<file path="src/rtl/packer_pkg.sv">
// Shared types and helpers for the AXI-Stream byte packer.
package packer_pkg;

    typedef enum logic [0:0] {ACCUM, DRAIN_LAST} state_e;

    // Widest byte-enable vector the helper functions accept.
    localparam int unsigned MAX_BYTES = 64;

    function automatic logic [7:0] keep_popcount(input logic [MAX_BYTES-1:0] keep);
        logic [7:0] cnt;
        cnt = '0;
        for (int i = 0; i < MAX_BYTES; i++) begin
            cnt = cnt + 8'(keep[i]);
        end
        return cnt;
    endfunction

    function automatic logic [MAX_BYTES-1:0] count_to_keep(input logic [7:0] count);
        logic [MAX_BYTES-1:0] mask;
        for (int i = 0; i < MAX_BYTES; i++) begin
            mask[i] = (i < int'(count));
        end
        return mask;
    endfunction

endpackage

</file>
<file path="src/rtl/packer_byte_merge.sv">
// Inserts the valid bytes of an input beat into the accumulator at byte offset fill, and
// provides the accumulator shifted down by one output word for the post-emit remainder.
module packer_byte_merge #(
    parameter int IN_BYTES  = 4,
    parameter int OUT_BYTES = 8,
    parameter int CW        = $clog2(OUT_BYTES + IN_BYTES) + 1,
    parameter int ACC_BYTES = OUT_BYTES + IN_BYTES - 1
) (
    input  logic [ACC_BYTES*8-1:0] acc,
    input  logic [CW-1:0]          fill,
    input  logic [CW-1:0]          n,
    input  logic [IN_BYTES*8-1:0]  data,
    output logic [ACC_BYTES*8-1:0] merged,
    output logic [ACC_BYTES*8-1:0] shifted
);

    always_comb begin
        merged = acc;
        for (int i = 0; i < ACC_BYTES; i++) begin
            for (int j = 0; j < IN_BYTES; j++) begin
                if ((j < int'(n)) && (i == int'(fill) + j)) begin
                    merged[i*8 +: 8] = data[j*8 +: 8];
                end
            end
        end
        shifted = merged >> (OUT_BYTES * 8);
    end

endmodule

</file>
<file path="src/rtl/axis_byte_packer.sv">
// Packs narrow LSB-aligned AXI-Stream beats densely into wide words; partial words flush on tlast.
// Optional word/packet counters are built when PACKER_STATS_EN is defined.
module axis_byte_packer #(
    parameter int IN_BYTES  = 4,
    parameter int OUT_BYTES = 8,
    parameter int CW        = $clog2(OUT_BYTES + IN_BYTES) + 1
) (
    input  logic                   clk,
    input  logic                   rst_n,
    input  logic [IN_BYTES*8-1:0]  s_axis_tdata,
    input  logic [IN_BYTES-1:0]    s_axis_tkeep,
    input  logic                   s_axis_tlast,
    input  logic                   s_axis_tvalid,
    output logic                   s_axis_tready,
    output logic [OUT_BYTES*8-1:0] m_axis_tdata,
    output logic [OUT_BYTES-1:0]   m_axis_tkeep,
    output logic                   m_axis_tlast,
    output logic                   m_axis_tvalid,
    input  logic                   m_axis_tready,
    input  logic                   pause
`ifdef PACKER_STATS_EN
    ,
    output logic [31:0]            word_cnt,
    output logic [31:0]            pkt_cnt
`endif
);
    import packer_pkg::*;

    localparam int ACC_BYTES = OUT_BYTES + IN_BYTES - 1;
    localparam int ACC_W     = ACC_BYTES * 8;
    localparam int OUT_W     = OUT_BYTES * 8;
    localparam logic [CW-1:0] OUT_CNT = CW'(OUT_BYTES);

    state_e                 state_q, state_d;
    logic [CW-1:0]          fill_q, fill_d;
    logic [ACC_W-1:0]       acc_q, acc_d;
    logic [ACC_W-1:0]       merged, shifted;
    logic [CW-1:0]          n, total, rem;
    logic                   out_free, accept;
    logic                   load, load_last;
    logic [OUT_BYTES-1:0]   load_keep;
    logic [OUT_W-1:0]       load_raw, load_data;

    assign out_free      = ~m_axis_tvalid | m_axis_tready;
    assign s_axis_tready = rst_n & (state_q == ACCUM) & ~pause & out_free;
    assign accept        = s_axis_tvalid & s_axis_tready;
    assign n             = CW'(keep_popcount(MAX_BYTES'(s_axis_tkeep)));
    assign total         = fill_q + n;
    assign rem           = total - OUT_CNT;

    packer_byte_merge #(
        .IN_BYTES  (IN_BYTES),
        .OUT_BYTES (OUT_BYTES),
        .CW        (CW),
        .ACC_BYTES (ACC_BYTES)
    ) u_merge (
        .acc     (acc_q),
        .fill    (fill_q),
        .n       (n),
        .data    (s_axis_tdata),
        .merged  (merged),
        .shifted (shifted)
    );

    always_comb begin
        state_d   = state_q;
        fill_d    = fill_q;
        acc_d     = acc_q;
        load      = 1'b0;
        load_last = 1'b0;
        load_keep = '0;
        load_raw  = '0;
        unique case (state_q)
            ACCUM: begin
                if (accept) begin
                    acc_d = merged;
                    if (total >= OUT_CNT) begin
                        load      = 1'b1;
                        load_raw  = merged[OUT_W-1:0];
                        load_keep = '1;
                        acc_d     = shifted;
                        fill_d    = rem;
                        if (s_axis_tlast) begin
                            if (rem != '0) state_d = DRAIN_LAST;
                            else           load_last = 1'b1;
                        end
                    end else if (s_axis_tlast) begin
                        // total==0 with tlast is consumed silently.
                        load      = (total != '0);
                        load_raw  = merged[OUT_W-1:0];
                        load_keep = OUT_BYTES'(count_to_keep(8'(total)));
                        load_last = 1'b1;
                        fill_d    = '0;
                    end else begin
                        fill_d = total;
                    end
                end
            end
            DRAIN_LAST: begin
                if (out_free) begin
                    load      = 1'b1;
                    load_raw  = acc_q[OUT_W-1:0];
                    load_keep = OUT_BYTES'(count_to_keep(8'(fill_q)));
                    load_last = 1'b1;
                    fill_d    = '0;
                    state_d   = ACCUM;
                end
            end
            default: state_d = ACCUM;
        endcase
        // Bytes outside tkeep are zeroed so stale accumulator contents never leak out.
        load_data = '0;
        for (int i = 0; i < OUT_BYTES; i++) begin
            if (load_keep[i]) load_data[i*8 +: 8] = load_raw[i*8 +: 8];
        end
    end

    always_ff @(posedge clk or negedge rst_n) begin
        if (!rst_n) begin
            state_q <= ACCUM;
            fill_q  <= '0;
            acc_q   <= '0;
        end else begin
            state_q <= state_d;
            fill_q  <= fill_d;
            acc_q   <= acc_d;
        end
    end

    always_ff @(posedge clk or negedge rst_n) begin
        if (!rst_n) begin
            m_axis_tvalid <= 1'b0;
            m_axis_tlast  <= 1'b0;
            m_axis_tkeep  <= '0;
            m_axis_tdata  <= '0;
        end else if (load) begin
            m_axis_tvalid <= 1'b1;
            m_axis_tlast  <= load_last;
            m_axis_tkeep  <= load_keep;
            m_axis_tdata  <= load_data;
        end else if (m_axis_tready) begin
            m_axis_tvalid <= 1'b0;
        end
    end

`ifdef PACKER_STATS_EN
    logic out_hs;
    assign out_hs = m_axis_tvalid & m_axis_tready;

    always_ff @(posedge clk or negedge rst_n) begin
        if (!rst_n) begin
            word_cnt <= '0;
            pkt_cnt  <= '0;
        end else if (out_hs) begin
            word_cnt <= word_cnt + 32'd1;
            if (m_axis_tlast) pkt_cnt <= pkt_cnt + 32'd1;
        end
    end
`endif

endmodule
</file>
<file path="config.mk">
export PLATFORM = sky130hd
export DESIGN_NAME = axis_byte_packer
export DESIGN_NICKNAME = d
export VERILOG_FILES = /design/src/rtl/packer_pkg.sv /design/src/rtl/packer_byte_merge.sv /design/src/rtl/axis_byte_packer.sv
export SDC_FILE = /design/constraint.sdc
export NUM_CORES = 1
export LEC_CHECK = 0
export ABC_AREA = 0
export CAP_MARGIN = 10
export CELL_PAD_IN_SITES_DETAIL_PLACEMENT = 1
export CELL_PAD_IN_SITES_GLOBAL_PLACEMENT = 1
export CORE_MARGIN = 3
export CORE_UTILIZATION = 48
export DETAILED_ROUTE_END_ITERATION = 8
export PLACE_DENSITY_LB_ADDON = 0.1
export SLEW_MARGIN = 5
export SYNTH_ARGS = -nofsm -noshare
export SYNTH_HDL_FRONTEND = slang
export SYNTH_SLANG_ARGS = --single-unit
</file>
<file path="constraint.sdc">
create_clock -name clk -period 9.7 [get_ports clk]
set_clock_uncertainty 0.15 [all_clocks]
set_input_delay 1.455 -clock clk [delete_from_list [all_inputs] [get_ports clk]]
set_output_delay 1.455 -clock clk [all_outputs]
set_load 0.02 [all_outputs]
</file>
After elaboration in Yosys (flattened, before gate mapping)
Cells that the tools add are included.
- add/sub/neg operators: 8
- magnitude comparators: 21
- eq/ne operators: 42
- multiplexer cells: 87
- bitwise operators: 8
- reductions and logical operators: 53
- operator list (cell ; count):
    $mux W8 ; 56
    $eq A4 B32 Y1 const A ; 12
    $eq A5 B32 Y1 const A ; 9
    $mux W64 ; 4
    $eq A3 B32 Y1 const A ; 6
    $logic_not A32 Y1 ; 4
    $pmux W64 S2 ; 1
    $eq A2 B32 Y1 const A ; 3
    $mux W88 ; 1
    $logic_and A1 B1 Y1 ; 44
    $lt A3 B5 Y1 const A ; 8
    $eq A4 B5 Y1 const A ; 4
    $lt A1 B5 Y1 const A ; 4
    $lt A2 B5 Y1 const A ; 4
    $mux W5 ; 4
    $mux W1 ; 16
    $pmux W8 S2 ; 1
    $eq A5 B5 Y1 const A ; 3
    $add A5 B2 Y6 const B ; 2
    $eq A3 B5 Y1 const A ; 2
    $pmux W5 S2 ; 1
    $reduce_bool A5 Y1 ; 2
    $lt A1 B4 Y1 const A ; 2
    $lt A2 B4 Y1 const A ; 2
    16 further kinds ; 24
- flip-flop bits (word level): 168
- input port bits: 42
- output and inout port bits: 75
- word-level logic and storage cells: 226

Depth between registers and ports, before layout
Gate-level depths: netlist (run 1).
- word-level depth: 14
- depth in mapped cells: 21
- mapped depth without buffers: 18

Cells and area by module
Synthesis (run 1) repeated with hierarchy kept, for this count alone.
- cells, all modules: 1582
- area total of the unflattened synthesis: 13957.1 sq um
- modules (own cells, without submodules) (module ; times used ; cells an instance ; area an instance (sq um) ; sequential area each (sq um)):
    axis_byte_packer ; 1 ; 804 ; 8401.8 ; 4204.0
    packer_byte_merge ; 1 ; 778 ; 5555.3 ; 0.0

Worst setup path before layout (run 1)
Ideal clock, no wire load.
- path kind: input port to flip-flop
- start: in s_axis_tkeep[0]
- end: reg m_axis_tdata[18]
- setup time: 0.110 ns
- arrival time: 5.166 ns
- required time: 9.440 ns
- path slack: 4.274 ns
- stages on the path: 21
- path buffers: 3
- cell sequence: inv_1 -> fa_1 -> inv_1 -> ha_1 -> inv_1 -> ha_1 -> fa_1 -> a21o_1 -> nand2_1 -> xnor2_1 -> inv_1 -> ha_1 -> nor3b_1 -> nand2_1 -> nor2_1 -> a32o_1 -> buf_2 -> buf_2 -> buf_1 -> a22oi_1 -> o41ai_1
- word-level cells in the longest chain between the ends: 14
- elaborated cells on any way between the ends: 32
- classes of those cells: add/sub: 4; order compare: 6; mux: 17; reduce/logical: 5
- RTL lines (what ; line ; source):
    from (decl) ; axis_byte_packer.sv:11 ; input logic [IN_BYTES-1:0] s_axis_tkeep,
    $add A1 B1 Y2 (*) ; packer_pkg.sv:13 ; cnt = cnt + 8'(keep[i]);
    $add A2 B1 Y3 (*) ; packer_pkg.sv:13 ;
    $add A3 B1 Y4 (*) ; packer_pkg.sv:13 ;
    branches (longest 11 deep; another with $add A5 B4 Y5) ; n/a ;
    to (signal assigned) ; axis_byte_packer.sv:140 ; m_axis_tdata <= load_data;
    to (decl) ; axis_byte_packer.sv:15 ; output logic [OUT_BYTES*8-1:0] m_axis_tdata,
Mark *: on every way between the ends.
A chain may end at the register's enable or synchronous reset.

Worst setup path in the final report (run 1)
- start: in s_axis_tkeep[0]
- end: reg m_axis_tdata[60]
- word-level cells in the longest chain between the ends: 14
- elaborated cells on any way between the ends: 32
- classes of those cells: add/sub: 4; order compare: 6; mux: 17; reduce/logical: 5
- RTL lines (what ; line):
    $add A1 B1 Y2 (*) ; packer_pkg.sv:13
    $add A2 B1 Y3 (*) ; packer_pkg.sv:13
    $add A3 B1 Y4 (*) ; packer_pkg.sv:13
    branches (longest 11 deep; another with $add A5 B4 Y5) ; n/a
Marks and branches as above.

==> reports/qor.txt, run 1 <==
port bufs - 116
Die ar. - 26,980 µm²
fin crit share - 71.32%
I/O pin total - 117
Max Fanout on Critical Path - 81
layout cells sized above 1 - 6.483%
Final setup viols - 0
Logic pwr share - 53.7%
Hold Crit Class - reg -> reg
Clk Latency, worst-skew pair - 0.45 ns
Iteration-0 DRC Markers - 1,333
Post-synth EDFFs - 0
Clk pwr share - 17.7%
cell chain of the critical path - clkdlybuf4s50_1 -> inv_1 -> fa_1 -> inv_1 -> ha_1 -> inv_1 -> ha_1 -> fa_1 -> a21o_1 -> nand2_1 -> xnor2_1 -> inv_1 -> ha_1 -> nor3b_1 -> nand2_1 -> nor2_1 -> a32o_4 -> a22oi_1 -> o21ai_0
sequential share of power - 28.6%
DRC - 0
drt wl/cell - 29.25 µm
largest net degree at the start of global routing - 82
clk slew on worst S/H paths - 0.07 ns
Seq cells post-synth - 168
critical path endpoint category - flop
CP Data Required Time - 9.89 ns
post-synth top area cell - dfrtp_1
critical path's largest stage delay - 0.91 ns
GP Congestion - 0.9872
dpl hpwl - 33,720 µm
Critical Path AT - 7.11 ns
DR pass1 iterations - 5
number of post-CTS setup repair buffers - 0
switching share of power - 45.85%
top post-synthesis cells by area - dfrtp_1 (35%), mux2i_1 (5.9%), a211oi_1 (4.7%), o21ai_0 (4.5%), nor2_1 (3.8%)
Seq. cell area - 4204 µm²
Seq/Total Area, Yosys - 34.96%
final net count - 1,494
vias in the first global route - 13,174
Synth cell types - 82
Leakage - 5.788 nW
Mapped Nets - 1,479
TritonCTS buffer count - 17
Starting Density - 49.15%
Internal - 2.180 mW
most frequent cell after synthesis - dfrtp_1
Primary FF master, synth - dfrtp_1
Rows - 57
RSZ-0062 raised after global routing - no
initial antenna violation count - 0
htree depth - 4
core area - 24,460 µm²
most used cell, CP - inv_1
first-pass GRT wire length - 79,140 µm
Total GRT Usage - 38.56%
run status - complete, no violations
Worst path slowest cell - a32o_4
max cap viols - 0
multi-input gate area in the final layout - 7109 µm²
Synth Cell Area - 12,020 µm²
async set-or-reset flop fraction in the synthesized netlist - 100.0%
vias per cell - 7.180
post-synth top area share - 34.96%
vias - 12,745
P per Cell Area - 292.9 nW/µm²
wirelength, routed - 51,920 µm
Fin Setup TNS - 0 ns
Synth Instances - 1,422
Commonest cells post-synth - dfrtp_1 (168), nor2_1 (121), nand2_1 (117), o21ai_0 (109), clkbuf_1 (91)
Avg Cell Area, Syn - 8.456 µm²
Max Freq - 144.6 MHz
antenna viol nets, final - 0
NetSw - 1.846 mW
Area Growth Syn to Fin - 14.28%
Clock Tree Buf Depth - 2
Final Hold Vio Count - 0
Yosys Warn Count - 0
die height - 164.3 µm
CTS sink count - 168
Die X - 164.3 µm
Post-CTS Resized - 0
Tmin final - 6.918 ns
Startpoint Class - primary input
Root Driver - clkbuf_16
slew at the pin closest to its max-slew limit - 1.356 ns
slew margin rel. - 8.905%
fillers - 2,894
Max Slew Vio Count - 0
GRT overflow - 0
Crit Path Category - in -> reg
CTS tree - yes
VDD IR max - 0.1163 mV
hold buffer count at cts - 0
Core Util, Final - 56.17%
-- metal layers --
metal / vias up / track usage, % / share of wire, %
met5: - / 0 / 0
met3: 238 / 10.74 / 11
met1: 6323 / 48.19 / 39
met2: 734 / 60.47 / 45
met4: 0 / 20.68 / 6.1
li1: 5450 / - / -
-- final timing paths --
kind | start | end | slack [ns] | cells after the start
max | s_axis_tkeep[0] | m_axis_tdata[60]$_DFFE_PN0P_ | 2.78 | 19
min | m_axis_tkeep[4]$_DFFE_PN0P_ | m_axis_tkeep[4]$_DFFE_PN0P_ | 0.33 | 2
max reg2reg | fill_q[0]$_DFFE_PN0P_ | m_axis_tdata[60]$_DFFE_PN0P_ | 4.59 | 14
min reg2reg | m_axis_tkeep[4]$_DFFE_PN0P_ | m_axis_tkeep[4]$_DFFE_PN0P_ | 0.33 | 2
max in group asynchronous | rst_n | m_axis_tdata[17]$_DFFE_PN0P_ | 7.24 | 2
min in group asynchronous | rst_n | m_axis_tkeep[6]$_DFFE_PN0P_ | 0.89 | 1
-- flip-flops by register name, indices dropped and copies added (netlist names) --
name and cells:
acc_q 88, fill_q 5, m_axis_tdata 64, m_axis_tkeep 8
m_axis_tlast 1, m_axis_tvalid 1, state_q 1
-- cell usage in the layout, fill, tap and decap left out, types with 7 or more instances in the layout --
cell | netlist | layout
a211oi_1 | 75 | 75
buf_4 | 5 | 20
nor3b_1 | 7 | 7
clkbuf_16 | 0 | 17
nand2_1 | 117 | 116
or3_1 | 7 | 7
nor2_1 | 121 | 121
clkdlybuf4s50_1 | 0 | 115
a31oi_1 | 9 | 9
a22oi_1 | 49 | 49
a32o_1 | 10 | 9
and2_1 | 19 | 19
inv_1 | 32 | 32
a31o_2 | 9 | 9
a211o_1 | 19 | 19
a21oi_1 | 29 | 29
nand3_1 | 47 | 47
mux2i_1 | 71 | 71
o21ai_1 | 18 | 18
o31ai_1 | 35 | 35
a22o_1 | 38 | 38
o21ai_0 | 109 | 109
nand4_1 | 15 | 15
a221oi_1 | 8 | 8
o221ai_1 | 16 | 16
ha_1 | 13 | 13
o211ai_1 | 12 | 12
o41ai_1 | 9 | 9
nand2b_1 | 12 | 12
nor2b_1 | 18 | 18
nor3_1 | 43 | 43
dfrtp_1 | 168 | 168
a32oi_1 | 9 | 9
a311o_1 | 8 | 8
and3_1 | 16 | 16
o22ai_1 | 24 | 24
a21o_1 | 9 | 9
-- layout make-up --
| type | instances | area share [%] |
|---|---|---|
| Antenna cell | 1 | 0.01821 |
| Clock buffer | 18 | 3.196 |
| Tap cell | 324 | 2.950 |
| Multi-Input combinational cell | 1082 | 51.74 |
| Timing Repair Buffer | 136 | 9.552 |
| Clock inverter | 14 | 1.074 |
| Inverter | 32 | 0.8742 |
| Sequential cell | 168 | 30.60 |
-- power groups by stage --
stage,Sequential [mW],Combinational (mW),Clock (mW)
3_3_place_gp,1.15,2.04,0
3_5_place_dp,1.16,2.10,0
4_1_cts,1.15,2.12,0.713
2_1_floorplan,1.24,1.31,0
5_1_grt,1.18,2.34,0.749
6_report,1.15,2.16,0.714
-- stage by stage --
| step | instance area, µm² | power [mW] | instances | hold WS [ns] | setup WS [ns] |
|---|---|---|---|---|---|
| 2_1_floorplan | 12020 | 2.550 | 1422 | 0.2960 | 4.274 |
| 3_3_place_gp | 13150 | 3.183 | 1742 | 0.3066 | 2.686 |
| 3_5_place_dp | 13150 | 3.263 | 1742 | 0.3182 | 2.326 |
| 4_1_cts | 13740 | 3.981 | 1774 | 0.3317 | 2.771 |
| 5_1_grt | 13740 | 4.265 | 1774 | 0.3408 | 2.364 |
| 6_report | 13740 | 4.025 | 1775 | 0.3298 | 2.782 |
-- critical path: cells and delay by family --
kind	cells	cell delay, ns
AOI/OAI and AO/OA	4	1.45
xor gates and xnor gates	1	0.11
adders and majority gates	5	2.29
buffers and inverters	5	0.87
and+or+nand+nor	4	0.82
-- cells by family (layout without fill, tap and decap cells) --
| family | Yosys count | in the layout | share of synthesized area [%] |
|---|---|---|---|
| XOR/XNOR | 5 | 5 | 0.3642 |
| AND/OR/NAND/NOR | 459 | 459 | 19.24 |
| buffers and inverters | 172 | 200 | 6.098 |
| other | 0 | 1 | 0 |
| multiplexers | 72 | 72 | 6.004 |
| AO/OA/AOI/OAI | 531 | 531 | 31.64 |
| flip-flops | 168 | 168 | 34.96 |
| adder cells (fa/ha/maj) | 15 | 15 | 1.686 |
No activity file was read; power rests on OpenSTA's default activity.
==> inputs of run 2 (changes only) <==
--- a/config.mk
+++ b/config.mk
@@ -10,7 +10,7 @@
 export CELL_PAD_IN_SITES_DETAIL_PLACEMENT = 1
 export CELL_PAD_IN_SITES_GLOBAL_PLACEMENT = 1
 export CORE_MARGIN = 3
-export CORE_UTILIZATION = 48
+export CORE_UTILIZATION = 40
 export DETAILED_ROUTE_END_ITERATION = 8
 export PLACE_DENSITY_LB_ADDON = 0.1
 export SLEW_MARGIN = 5
==> constraint.sdc (replaced) <==
create_clock -name clk -period 6.3 [get_ports clk]
set_clock_uncertainty 0.15 [all_clocks]
set_input_delay 0.945 -clock clk [delete_from_list [all_inputs] [get_ports clk]]
set_output_delay 0.945 -clock clk [all_outputs]
set_load 0.02 [all_outputs]
==> reports/qor.txt, run 2 (same netlist as run 1, synthesis figures left out) <==
Clk Latency, worst-skew pair - 0.46 ns (was 0.45 ns)
I/O pin total - 117 (unchanged)
max FFs per register - 88 (unchanged)
fin crit share - 88.07%
CP Data Required Time - 6.49 ns (was 9.89 ns)
Die ar. - 32,180 µm² (was 26,980 µm²)
slew at the pin closest to its max-slew limit - 1.240 ns (was 1.356 ns)
PnR Total Power - 6.224 mW (was 4.025 mW)
final net count - 1,510 (was 1,494)
cell area after layout - 13,950 µm² (was 13,740 µm²)
Root Driver - clkbuf_16 (unchanged)
Logic pwr share - 53.5% (was 53.7%)
wirelength, routed - 53,270 µm (was 51,920 µm)
DRC - 0 (unchanged)
hold buffer count at cts - 0 (unchanged)
critical path endpoint category - flop (unchanged)
max cap viols - 0 (unchanged)
port bufs - 116 (unchanged)
vias - 12,715 (was 12,745)
GP Congestion - 0.9523 (was 0.9872)
WHS - 0.2895 ns (was 0.3298 ns)
NetSw - 2.842 mW (was 1.846 mW)
Layout Cells excl Fill - 1,850 (was 1,775)
Post-Place Cells - 1,817 (was 1,742)
vias per cell - 6.873 (was 7.180)
leading cell types in the layout, fill and taps excluded - dfrtp_1 (168), nor2_1 (121), nand2_1 (116) (unchanged)
dpl hpwl - 35,550 µm (was 33,720 µm)
Max Slew Vio Count - 0 (unchanged)
CTS tree - yes (unchanged)
CTS sink count - 168 (unchanged)
Leakage - 5.871 nW (was 5.788 nW)
most common cell after layout, fill and taps aside - dfrtp_1 (unchanged)
Internal - 3.382 mW (was 2.180 mW)
Area Growth Syn to Fin - 15.99% (was 14.28%)
final worst slack - 0.7518 ns (was 2.782 ns)
Clk pwr share - 17.6% (was 17.7%)
placed inst area - 13,360 µm² (was 13,150 µm²)
Clock Tree Buf Depth - 2 (unchanged)
dpl ws - 0.2935 ns (was 2.326 ns)
Die X - 179.4 µm (was 164.3 µm)
core area - 29,170 µm² (was 24,460 µm²)
diode count - 0 (was 1)
Rows - 62 (was 57)
clk slew on worst S/H paths - 0.07 ns (about the same)
largest register by flop count - acc_q (unchanged)
Hold Crit Class - in -> async (was reg -> reg)
Critical Path AT - 5.74 ns (was 7.11 ns)
GRT overflow - 0 (unchanged)
Iteration-0 DRC Markers - 1,236 (was 1,333)
Max Freq - 180.2 MHz
switching share of power - 45.66% (was 45.85%)
initial antenna violation count - 0 (unchanged)
number of post-CTS setup repair buffers - 0 (unchanged)
die height - 179.4 µm (was 164.3 µm)
Final Hold Vio Count - 0 (unchanged)
RSZ-0062 raised after global routing - no (unchanged)
TritonCTS buffer count - 17 (unchanged)
Fin Setup TNS - 0 ns (unchanged)
drt wl/cell - 28.79 µm (was 29.25 µm)
sequential share of power - 28.9% (was 28.6%)
first-pass GRT wire length - 80,230 µm (was 79,140 µm)
Crit Path Category - in -> reg (unchanged)
Total GRT Usage - 33.12% (was 38.56%)
run status - complete, no violations (unchanged)
Max Fanout on Critical Path - 42 (was 81)
VDD IR max - 0.1981 mV (was 0.1163 mV)
Tmin final - 5.548 ns
Startpoint Class - primary input (unchanged)
Post-CTS Resized - 0 (unchanged)
slew margin rel. - 16.68% (was 8.905%)
top flop regs - acc_q: 88 flops, m_axis_tdata: 64 flops, m_axis_tkeep: 8 flops (unchanged)
htree depth - 4 (unchanged)
antenna viol nets, final - 0 (unchanged)
DR pass1 iterations - 5 (unchanged)
Core Util, Final - 47.82% (was 56.17%)
layout cells sized above 1 - 7.503% (was 6.483%)
P per Cell Area - 446.2 nW/µm² (was 292.9 nW/µm²)
Starting Density - 41.22% (was 49.15%)
largest net degree at the start of global routing - 67 (was 82)
vias in the first global route - 12,837 (was 13,174)
Final setup viols - 0 (unchanged)
## run 2: changes by cell type in the layout (fill, tap and decap cells not counted)
cell | previous run | this run
buf_4 | 20 | 33
clkbuf_8 | 1 | 2
clkinvlp_4 | 2 | 1
clkinv_4 | 0 | 5
buf_12 | 0 | 2
nor4_4 | 2 | 1
inv_8 | 4 | 0
buf_2 | 0 | 1
clkinv_2 | 1 | 0
diode_2 | 1 | 0
nor4_2 | 4 | 5
## run 2: layer usage
metal / routed length [µm] / GRT usage, % / vias to the layer above / part of all wire (%)
li1: - / - / 5480 / -
met1: 21720 / 42.63 / 6464 / 41
met2: 24400 / 53.46 / 602 / 46
met3: 4349 / 6.932 / 169 / 8.2
met4: 2803 / 15.40 / 0 / 5.3
met5: 0 / 0 / - / 0
## run 2: critical path, stage by stage
cell and delay [ns]:
clkdlybuf4s50_1 0.45, inv_1 0.06, fa_1 0.54, inv_1 0.06
ha_1 0.19, inv_1 0.07, ha_1 0.28, fa_1 0.48
a21o_1 0.19, nand2_1 0.07, xnor2_1 0.11, inv_1 0.24
ha_1 0.24, nor3b_1 0.30, nand2_1 0.16, nor2_1 0.24
a32o_4 0.52, buf_12 0.28, a22oi_1 0.13, o41ai_1 0.12
## run 2: cell type report
| type | instances | area, µm² |
|---|---|---|
| Fill cell | 3420 | 15220 |
| Multi-Input combinational cell | 1082 | 7101 |
| Sequential cell | 168 | 4204 |
| Timing Repair Buffer | 152 | 1455 |
| Tap cell | 384 | 480.5 |
| Clock buffer | 19 | 452.9 |
| Clock inverter | 13 | 133.9 |
| Inverter | 32 | 120.1 |
## run 2: worst paths after layout
check	start	endpoint	slack, ns	cells past startpoint
min in group clk	m_axis_tkeep[4]$_DFFE_PN0P_	m_axis_tkeep[4]$_DFFE_PN0P_	0.32	2
max reg2reg	fill_q[0]$_DFFE_PN0P_	m_axis_tdata[17]$_DFFE_PN0P_	1.71	14
min reg2reg	m_axis_tkeep[4]$_DFFE_PN0P_	m_axis_tkeep[4]$_DFFE_PN0P_	0.32	2
min	rst_n	m_axis_tkeep[6]$_DFFE_PN0P_	0.29	1
max	s_axis_tkeep[0]	m_axis_tdata[17]$_DFFE_PN0P_	0.75	20
max in group asynchronous	rst_n	acc_q[87]$_DFFE_PN0P_	4.42	2
## run 2: power by group through the flow
stage	combinational (mW)	sequential (mW)	clock, mW
global placement	3.19	1.80	0
detailed placement	3.27	1.82	0
floorplan	2.02	1.91	0
global route	3.60	1.85	1.15
finish	3.33	1.80	1.10
CTS	3.29	1.80	1.11
